<file path="src/rtl/spi_slave_ctrl.sv">
// SPI slave front-end: assembles 10-bit command words from MOSI and returns RAM read data on MISO.
// Optional concurrent assertions and covers are compiled when SPI_SLAVE_SVA_EN is defined.
module spi_slave_ctrl #(
   parameter int WORD_W = 10,
   parameter int DATA_W = 8
) (
   input  logic              clk,
   input  logic              rst_n,
   input  logic              SS_n,
   input  logic              MOSI,
   output logic              MISO,
   output logic [WORD_W-1:0] rx_data,
   output logic              rx_valid,
   input  logic [DATA_W-1:0] tx_data,
   input  logic              tx_valid
);

   localparam int CNT_W = 4;
   localparam int TXC_W = $clog2(DATA_W + 1);

   typedef enum logic [2:0] {
      IDLE      = 3'd0,
      CHK_CMD   = 3'd1,
      WRITE     = 3'd2,
      READ_ADD  = 3'd3,
      READ_DATA = 3'd4
   } state_t;

   state_t            state_q;
   logic [CNT_W-1:0]  bit_cnt_q;
   logic [WORD_W-2:0] rx_sr_q;
   logic [WORD_W-1:0] rx_data_q;
   logic              rx_valid_q;
   logic              addr_seen_q;
   logic [DATA_W-1:0] tx_sr_q;
   logic [TXC_W-1:0]  tx_cnt_q;
   logic              tx_active_q;
   logic              tx_done_q;
   logic              miso_q;

   logic [WORD_W-1:0] word_d;
   logic              word_last;

   assign word_d    = {rx_sr_q, MOSI};
   assign word_last = (bit_cnt_q == CNT_W'(WORD_W - 1));

   assign MISO     = miso_q;
   assign rx_data  = rx_data_q;
   assign rx_valid = rx_valid_q;

   always_ff @(posedge clk or negedge rst_n) begin
      if (!rst_n) begin
         state_q     <= IDLE;
         bit_cnt_q   <= '0;
         rx_sr_q     <= '0;
         rx_data_q   <= '0;
         rx_valid_q  <= 1'b0;
         addr_seen_q <= 1'b0;
         tx_sr_q     <= '0;
         tx_cnt_q    <= '0;
         tx_active_q <= 1'b0;
         tx_done_q   <= 1'b0;
         miso_q      <= 1'b0;
      end else begin
         rx_valid_q <= 1'b0;
         if (SS_n) begin
            // Frame end or abort: drop any partial word or pending transmission.
            state_q     <= IDLE;
            bit_cnt_q   <= '0;
            rx_sr_q     <= '0;
            tx_sr_q     <= '0;
            tx_cnt_q    <= '0;
            tx_active_q <= 1'b0;
            tx_done_q   <= 1'b0;
            miso_q      <= 1'b0;
         end else begin
            case (state_q)
               IDLE: begin
                  state_q   <= CHK_CMD;
                  bit_cnt_q <= '0;
               end
               CHK_CMD: begin
                  rx_sr_q   <= {{(WORD_W-2){1'b0}}, MOSI};
                  bit_cnt_q <= CNT_W'(1);
                  if (!MOSI)
                     state_q <= WRITE;
                  else if (addr_seen_q)
                     state_q <= READ_DATA;
                  else
                     state_q <= READ_ADD;
               end
               WRITE, READ_ADD, READ_DATA: begin
                  if (bit_cnt_q < CNT_W'(WORD_W)) begin
                     rx_sr_q   <= word_d[WORD_W-2:0];
                     bit_cnt_q <= bit_cnt_q + 1'b1;
                     if (word_last) begin
                        rx_data_q  <= word_d;
                        rx_valid_q <= 1'b1;
                        if (word_d[WORD_W-1 -: 2] == 2'b10)
                           addr_seen_q <= 1'b1;
                        else if (word_d[WORD_W-1 -: 2] == 2'b11)
                           addr_seen_q <= 1'b0;
                     end
                  end else if (state_q == READ_DATA) begin
                     if (tx_active_q) begin
                        if (tx_cnt_q != '0) begin
                           miso_q   <= tx_sr_q[DATA_W-1];
                           tx_sr_q  <= {tx_sr_q[DATA_W-2:0], 1'b0};
                           tx_cnt_q <= tx_cnt_q - 1'b1;
                        end else begin
                           miso_q      <= 1'b0;
                           tx_active_q <= 1'b0;
                           tx_done_q   <= 1'b1;
                        end
                     end else if (!tx_done_q && !rx_valid_q && tx_valid) begin
                        // tx_valid is a held level, so the strobe cycle is skipped to avoid stale data.
                        miso_q      <= tx_data[DATA_W-1];
                        tx_sr_q     <= {tx_data[DATA_W-2:0], 1'b0};
                        tx_cnt_q    <= TXC_W'(DATA_W - 1);
                        tx_active_q <= 1'b1;
                     end
                  end
               end
               default: state_q <= IDLE;
            endcase
         end
      end
   end

`ifdef SPI_SLAVE_SVA_EN
   logic [3:0] ss_run_q;

   always_ff @(posedge clk or negedge rst_n) begin
      if (!rst_n)
         ss_run_q <= '0;
      else if (SS_n)
         ss_run_q <= '0;
      else if (ss_run_q != 4'hF)
         ss_run_q <= ss_run_q + 1'b1;
   end

   a_rx_pulse: assert property (@(posedge clk) disable iff (!rst_n) rx_valid_q |=> !rx_valid_q);
   a_rx_frame: assert property (@(posedge clk) disable iff (!rst_n) rx_valid_q |-> (ss_run_q >= 4'd10));
   a_idle_miso: assert property (@(posedge clk) disable iff (!rst_n) (state_q == IDLE) |-> !miso_q);
   a_legal_state: assert property (@(posedge clk) disable iff (!rst_n)
      state_q inside {IDLE, CHK_CMD, WRITE, READ_ADD, READ_DATA});
   a_ss_idle: assert property (@(posedge clk) disable iff (!rst_n) SS_n |=> (state_q == IDLE));

   c_rx_pulse: cover property (@(posedge clk) disable iff (!rst_n) rx_valid_q ##1 !rx_valid_q);
   c_rx_frame: cover property (@(posedge clk) disable iff (!rst_n) rx_valid_q && (ss_run_q >= 4'd10));
   c_idle_miso: cover property (@(posedge clk) disable iff (!rst_n) (state_q == IDLE) && !miso_q);
   c_read_data: cover property (@(posedge clk) disable iff (!rst_n) state_q == READ_DATA);
   c_ss_idle: cover property (@(posedge clk) disable iff (!rst_n) SS_n ##1 (state_q == IDLE));
`endif

endmodule
</file>
<file path="config.mk">
export PLATFORM = sky130hd
export DESIGN_NAME = spi_slave_ctrl
export DESIGN_NICKNAME = d
export VERILOG_FILES = /design/src/rtl/spi_slave_ctrl.sv
export SDC_FILE = /design/constraint.sdc
export NUM_CORES = 1
export LEC_CHECK = 0
export ABC_CLOCK_PERIOD_IN_PS = 3200
export BUFFER_PORTS_ARGS = -buffer_cell sky130_fd_sc_hd__buf_2
export CORE_ASPECT_RATIO = 0.8
export CORE_MARGIN = 1
export CORE_UTILIZATION = 30
export CTS_BUF_LIST = sky130_fd_sc_hd__clkbuf_8 sky130_fd_sc_hd__clkbuf_16
export DETAILED_ROUTE_END_ITERATION = 16
export PLACE_DENSITY = 0.56
export SLEW_MARGIN = 25
export SYNTH_ARGS = -nofsm -noshare
export SYNTH_HDL_FRONTEND = slang
export SYNTH_SLANG_ARGS = --single-unit
</file>
<file path="constraint.sdc">
create_clock -name clk -period 3.2 [get_ports clk]
set_input_delay 0 -clock clk [delete_from_list [all_inputs] [get_ports clk]]
set_output_delay 0 -clock clk [all_outputs]
set_load 0.02 [all_outputs]
</file>
==> run metrics, run 1 <==
Post-synth ARST share 100%; max-cap viol count 0; worst hold slack between 0.02 and 0.025 ns; Routed WL a little under 4000 um; Adder-Cell Fraction of Synth Area under 10%; max_slew headroom between 50% and 60%; pin count of the biggest net entering global routing 43; first-pass GRT wire length 6760 um; layout cells sized above 1 roughly a fifth; Worst Path Max Fanout 13; Filler cells between 600 and 700; Final HPWL DP between 2000 and 3000 um; post-synth cell types 45; CTS Buffer Depth 2; Startpoint Class register; Worst-path clk slew around 0.08 ns; Max Used Layer met4; unrepaired setup endpoints after global routing no; internal power between 700 and 800 uW; commonest non-fill, non-tap cells in the layout 42 x dfrtp_1, 23 x buf_2, 18 x a21oi_1; Syn-to-layout area delta 13.4%; Storage cell area ~1100 sq um; switch share roughly 25%; Core Util, Final a little over a third; Synth Area in Simple Gates a little under an eighth; via count roughly 1500; Pre-antenna DRT Iters 4; Post-Synth XOR/XNOR Area 0.418%; Post-Syn Nets just over 200; CTS sink count 42; GP Congestion 0.742; WS Path Type register to register; Avg WL per Cell around 13 um; GRT Util Overall around an eighth; commonest non-fill, non-tap cell in the layout dfrtp_1; IO Pins 25; Post-synth EDFFs 0; worst-skew pair later-pin latency approximately 0.3 ns; Initial DRC Count 66; area of the multi-input gates around 910 sq um; CTS Buf Count 5; Design Area, Final 2380 sq um; Leak 0.00107 uW; die area 7330 sq um; nets between 200 and 250; Setup Viol. Count Final 0; Hold WC Path Type input pin to register; met1 WL between 2000 and 2500 um; Reg power frac 55.9%; Starting Density a little under a third; clock share of power ~37%; routed wl met2 1640 um; vias in the first global route approximately 1400; post-synthesis sequential area ratio about half; Detail Route met3 WL 117 um; setup TNS 0 ns; Remaining DRCs 0; Post-synth top flop dfrtp_1; Worst VDD drop between 0.0001 and 0.00015 V; Mean Syn Cell Area ~11 sq um; FP Rows 26; H-tree depth 2; worst endpoint data arrival time 2.30 ns; pin slew with the least headroom to its limit ~0.66 ns; critical path data required time between 3 and 4 ns; DRT antenna net count 0; Clock Skew approximately 0.0076 ns; die span in x 95.4 um; initial antenna violation count 0; clk root buf clkbuf_8; post-layout min period approximately 2.1 ns; FF+latch count, synth 42; largest family of logic cells by synthesized area compound AO/OA/AOI/OAI gates; synth warn 0; cells after synthesis between 150 and 200; Net Sw Power 241 uW; DR vias/cell about 4.9; Pins Over Slew Limit 0; Mapped Area approximately 2100 sq um; Synth Area in Compound Gates roughly 17%; buffers added on ports 24; hold violation count in the final report 0; TritonCTS clock tree yes; Antenna diodes 0; P per Cell Area between 400 and 500 nW/um^2; total gr overflow 0; max frequency 0.472 GHz; mux contribution to synthesized area 12.6%; Tcrit/Tclk final between 60% and 70%; Die Ht 76.8 um; combinational share of power roughly 7.4%; status finished, final reports clean; Crit. End Element register; Core Box Area approximately 6600 sq um; placed cell area around 2200 sq um
==> worst paths after layout <==
path	startpoint	endpoint	slack, ns	cells past startpoint
hold / removal	tx_valid	MISO$_DFFE_PN0P_	0.02	3
setup reg to reg	state_q[2]$_DFFE_PN0P_	rx_data[8]$_DFFE_PN0P_	1.08	3
min in group asynchronous	rst_n	rx_data[8]$_DFFE_PN0P_	0.22	2
hold reg to reg	rx_data[0]$_DFFE_PN0P_	rx_data[0]$_DFFE_PN0P_	0.48	1
setup / recovery	state_q[2]$_DFFE_PN0P_	rx_data[8]$_DFFE_PN0P_	1.08	3
max in group asynchronous	rst_n	tx_sr_q[7]$_DFFE_PN0P_	2.61	2
==> cell usage after synthesis, types with 4 or more instances <==
| library cell | count | area share [%] |
|---|---|---|
| a211oi_1 | 8 | 2.9 |
| a21oi_1 | 18 | 4.3 |
| dfrtp_1 | 42 | 50 |
| inv_1 | 15 | 2.7 |
| mux2_1 | 7 | 3.8 |
| mux2_2 | 4 | 2.1 |
| mux2i_1 | 14 | 6.7 |
| nand2_1 | 11 | 2.0 |
| nor2_1 | 9 | 1.6 |
| nor3_1 | 6 | 1.4 |
==> cells by family (layout without fill, tap and decap cells) <==
logic type | Yosys count | after routing
flops | 42 | 42
compound gates | 50 | 50
mux | 25 | 25
xor+xnor | 1 | 1
simple gates | 43 | 43
buf+inv | 27 | 51
fa+ha+maj | 3 | 3
==> power by group through the flow <==
stage | clock, uW | combinational, uW | sequential (uW)
2_1_floorplan | 0 | 48.3 | 554
3_3_place_gp | 0 | 71.3 | 557
3_5_place_dp | 0 | 71.4 | 557
4_1_cts | 368 | 74.6 | 547
5_1_grt | 390 | 82.1 | 548
6_report | 359 | 72.8 | 547
==> metrics by stage <==
stage | setup slack [ns] | power (uW) | std cells
final | 1.08 | 979 | 299
after global routing | 0.942 | 1020 | 299
after CTS | 1.06 | 990 | 299
after detailed placement | 1.07 | 628 | 288
after global placement | 1.11 | 628 | 288
after floorplan | 1.35 | 602 | 191
==> area by class of cell <==
cell class | instances | area share, %
tap | 84 | 4.42
clock buffer | 6 | 3.47
multi-input combinational | 122 | 38.3
timing repair buffer | 28 | 6.74
inverter | 15 | 2.37
clock inverter | 2 | 0.526
sequential | 42 | 44.2
==> sequential cells by signal (all words and copies together), names as in the netlist <==
| signal | flops |
|---|---|
| tx_cnt_q | 4 |
| state_q | 3 |
| tx_sr_q | 7 |
| bit_cnt_q | 4 |
| MISO | 1 |
| rx_valid | 1 |
| tx_done_q | 1 |
| tx_active_q | 1 |
| rx_data | 10 |
| rx_sr_q | 9 |
| addr_seen_q | 1 |
==> what timing repair did <==
| action | CTS | global route |
|---|---|---|
| setup buffers | 0 | 0 |
| hold buffers | 3 | 0 |
| endpoints found under the hold margin | 44 | 0 |
| gates resized for setup | 0 | 0 |
==> routing by layer <==
metal	GRT usage, %	vias to the layer above
met5	0	-
met4	5.07	0
met3	3.37	6
met2	17.4	15
met1	16.3	711
li1	-	722
==> worst max-delay path: stages, from the launching register on <==
cell      delay [ns]
dfrtp_1         0.52
or3b_4          0.47
a211oi_4        0.61
mux2_2          0.41
No activity file was read; power rests on OpenSTA's default activity.
==> run 2: changes to the inputs <==
--- a/config.mk
+++ b/config.mk
@@ -5,14 +5,15 @@
 export SDC_FILE = /design/constraint.sdc
 export NUM_CORES = 1
 export LEC_CHECK = 0
-export ABC_CLOCK_PERIOD_IN_PS = 3200
+export ABC_AREA = 1
+export ABC_CLOCK_PERIOD_IN_PS = 1900
 export BUFFER_PORTS_ARGS = -buffer_cell sky130_fd_sc_hd__buf_2
 export CORE_ASPECT_RATIO = 0.8
 export CORE_MARGIN = 1
 export CORE_UTILIZATION = 30
 export CTS_BUF_LIST = sky130_fd_sc_hd__clkbuf_8 sky130_fd_sc_hd__clkbuf_16
 export DETAILED_ROUTE_END_ITERATION = 16
-export PLACE_DENSITY = 0.56
+export PLACE_DENSITY = 0.57
 export SLEW_MARGIN = 25
 export SYNTH_ARGS = -nofsm -noshare
 export SYNTH_HDL_FRONTEND = slang
==> constraint.sdc (replaced) <==
create_clock -name clk -period 1.9 [get_ports clk]
set_input_delay 0 -clock clk [delete_from_list [all_inputs] [get_ports clk]]
set_output_delay 0 -clock clk [all_outputs]
set_load 0.02 [all_outputs]
==> run 2 against run 1 <==
Compared with the run above:
- count of clock-buffer cells in the layout shrank 1
- hold slack got worse by 0.017 ns
- sequential power up 86%
- fmax up 36%
- routed wire length is 15% higher
- global-route usage increased by 1.1 points
- critical path depth is 3 higher
- die area up 6.8%
- register-to-register slack worse by 0.74 ns
- power is 110% higher
- combinational power rose to 4.1 times the previous value
- critical endpoint is now tx_cnt_q[3]$_DFFE_PN0P_
- largest cell class unchanged
==> run metrics, run 2 <==
Post-CTS Setup Inserts 0 (unchanged); Detail Route met3 WL 190 um (+62%); Avg WL per Cell 11.7 um (-12%); Post-synth EDFFs 0 (unchanged); Pre-antenna DRT Iters 6 (+2); Post-Syn Nets 295 (+43%); DRT antenna net count 0 (unchanged); commonest non-fill, non-tap cell in the layout nand2_1; Filler cells 702 (+4.6%); CTS sink count 42 (unchanged); FP Rows 27 (+3.8%); Hold WC Path Type input pin to register; max_slew headroom 65.1% (+9.0 points); max frequency 0.641 GHz (+36%); total gr overflow 0 (unchanged); Pins Over Slew Limit 0 (unchanged); status finished, final reports clean; area fraction of the dominant cell type after synthesis 46.9% (-3.2 points); FF+latch count, synth 42 (unchanged); Largest register FFs 10 (unchanged); DP Worst Slack 0.358 ns (-0.710 ns); Setup Viol. Count Final 0 (unchanged); die span in x 98.6 um (+3.3%); Antenna diodes 0 (unchanged); FF-to-FF Start tx_active_q$_DFFE_PN0P_; Post-synth top flop dfrtp_1; worst endpoint data arrival time 1.80 ns (-0.50 ns); max-cap viol count 0 (unchanged); pin count of the biggest net entering global routing 23 (-47%); commonest non-fill, non-tap cells in the layout 121 x nand2_1, 42 x dfrtp_1, 24 x buf_2; Max Used Layer met4; Commonest cells post-synth 121 x nand2_1, 42 x dfrtp_1, 19 x nand4_1; critical path data required time 2.14 ns (-1.24 ns); vias in the first global route 1691 (+18%); Routed WL 4570 um (+15%); Die Ht 79.3 um (+3.3%); Startpoint Class register; setup TNS 0 ns (unchanged); synth warn 0 (unchanged); setup ws final 0.341 ns (-0.743 ns); buffers added on ports 24 (unchanged); CTS Buf Count 5 (unchanged); Hold Startpoint MOSI; Clock Skew 0.0127 ns (+0.00510 ns); Mean Syn Cell Area 8.03 sq um (-27%); post-layout min period 1.56 ns (-0.557 ns); GP Congestion 0.764 (+3.0%); unrepaired setup endpoints after global routing no; Worst-path clk slew 0.08 ns (about the same); cells after synthesis 279 (+46%); layout cells sized above 1 22.6% (+1.7 points); clk root buf clkbuf_8; pin slew with the least headroom to its limit 0.523 ns (-0.132 ns); Worst Path Max Fanout 11 (-2); Leak 0.00142 uW (+34%); initial antenna violation count 0 (unchanged); dominant cell type by area after synthesis dfrtp_1; Core Box Area 7060 sq um (+7.4%); Syn-to-layout area delta 13.1%; Starting Density 31.7% (-0.15 points); Tcrit/Tclk final 82.1% (+16 points); Post-synth ARST share 100% (unchanged); CTS Buffer Depth 2 (unchanged); Crit. End Element register; Initial DRC Count 100 (+52%); Final HPWL DP 3290 um (+26%); P per Cell Area 805 nW/um^2 (+95%); post-synth cell types 29 (-36%); met1 WL 2430 um (+13%); Remaining DRCs 0 (unchanged); via count 1808 (+24%); most common cell in the synthesized netlist nand2_1; die area 7820 sq um (+6.8%); TritonCTS clock tree yes; IO Pins 25 (unchanged); Mapped Area 2240 sq um (+6.9%); GRT Util Overall 13.0% (+1.1 points); DR vias/cell 4.61 (-5.2%); nets 320 (+39%); worst-skew pair later-pin latency 0.30 ns (about the same); WS Path Type register to register; total power 2040 uW (+110%); first-pass GRT wire length 7980 um (+18%); post-synthesis sequential area ratio 46.9% (-3.2 points); hold violation count in the final report 0 (unchanged); Worst VDD drop 0.000281 V (+130%); CP startpoint tx_active_q$_DFFE_PN0P_; top cells by area, synth dfrtp_1 47%, nand2_1 20%, nand4_1 5.3%; H-tree depth 2 (unchanged); routed wl met2 1890 um (+16%); worst hold slack 0.00591 ns (-0.0169 ns)
## run 2: changes by cell type after synthesis, sizes merged, moves of 4 or more
cell / delta
inv: +7
mux2i: -14
o21ai: +7
nand4: +19
mux2: -11
nor2: +10
nand2: +120
a21oi: -16
nor3: -4
nand3: +12
a211oi: -10
## run 2: final timing paths
path                       slack [ns]                       to  depth (start not counted)
min reg2reg                      0.47   rx_data[9]$_DFFE_PN0P_                          2
max reg2reg                      0.34  tx_cnt_q[3]$_DFFE_PN0P_                          6
min in group asynchronous        0.21   tx_sr_q[3]$_DFFE_PN0P_                          2
max in group asynchronous        1.20    tx_done_q$_DFFE_PN0P_                          3
min                             0.006   state_q[2]$_DFFE_PN0P_                          3
max                              0.34  tx_cnt_q[3]$_DFFE_PN0P_                          6
## run 2: area by class of cell
class	count	area, sq um	area share (%)
Clock buffer	5	68.8	2.71
Clock inverter	3	43.8	1.73
Inverter	23	88.8	3.50
Multi-Input combinational cell	205	1020	40.1
Sequential cell	42	1050	41.5
Tap cell	87	109	4.29
Timing Repair Buffer	27	158	6.22
## run 2: cells by family (layout without fill, tap and decap cells)
logic type               after synthesis  after routing  synth area share (%)
buffers and inverters                 32             58                  7.76
AO/OA/AOI/OAI                         14             14                  3.85
flip-flops                            42             42                  46.9
AND/OR/NAND/NOR                      186            186                  39.0
adder cells (fa/ha/maj)                3              3                  1.68
XOR/XNOR                               2              2                 0.782
## run 2: report_power, final
group / internal [uW] / switching (uW)
Sequential: 961 / 59.6
Clock: 394 / 327
Combinational: 104 / 194
## run 2: per-stage QoR
| stage | instance area, sq um | util [%] | cells |
|---|---|---|---|
| 2_1_floorplan | 2240 | - | 279 |
| 3_3_place_gp | 2410 | 34.2 | 383 |
| 3_5_place_dp | 2410 | 34.2 | 383 |
| 4_1_cts | 2530 | 35.9 | 392 |
| 5_1_grt | 2530 | 35.9 | 392 |
| 6_report | 2530 | 35.9 | 392 |
## run 2: critical path, stage by stage (launching register included)
cell	delay, ns
dfrtp_1	0.57
inv_4	0.10
nor2_8	0.14
nand3_2	0.22
nand4_2	0.31
nand2_1	0.08
nand2_1	0.07
## run 2: repair_timing
action / in CTS / in global routing
hold buffers: 1 / 0
resized for setup: 0 / 0
hold endpoints to repair: 20 / 0
setup endpoints to repair: 0 / 0
## run 2: metal layers
| metal | track usage, % | vias to the layer above |
|---|---|---|
| li1 | - | 944 |
| met1 | 18.4 | 826 |
| met2 | 18.7 | 33 |
| met3 | 3.43 | 5 |
| met4 | 4.93 | 0 |
| met5 | 0 | - |
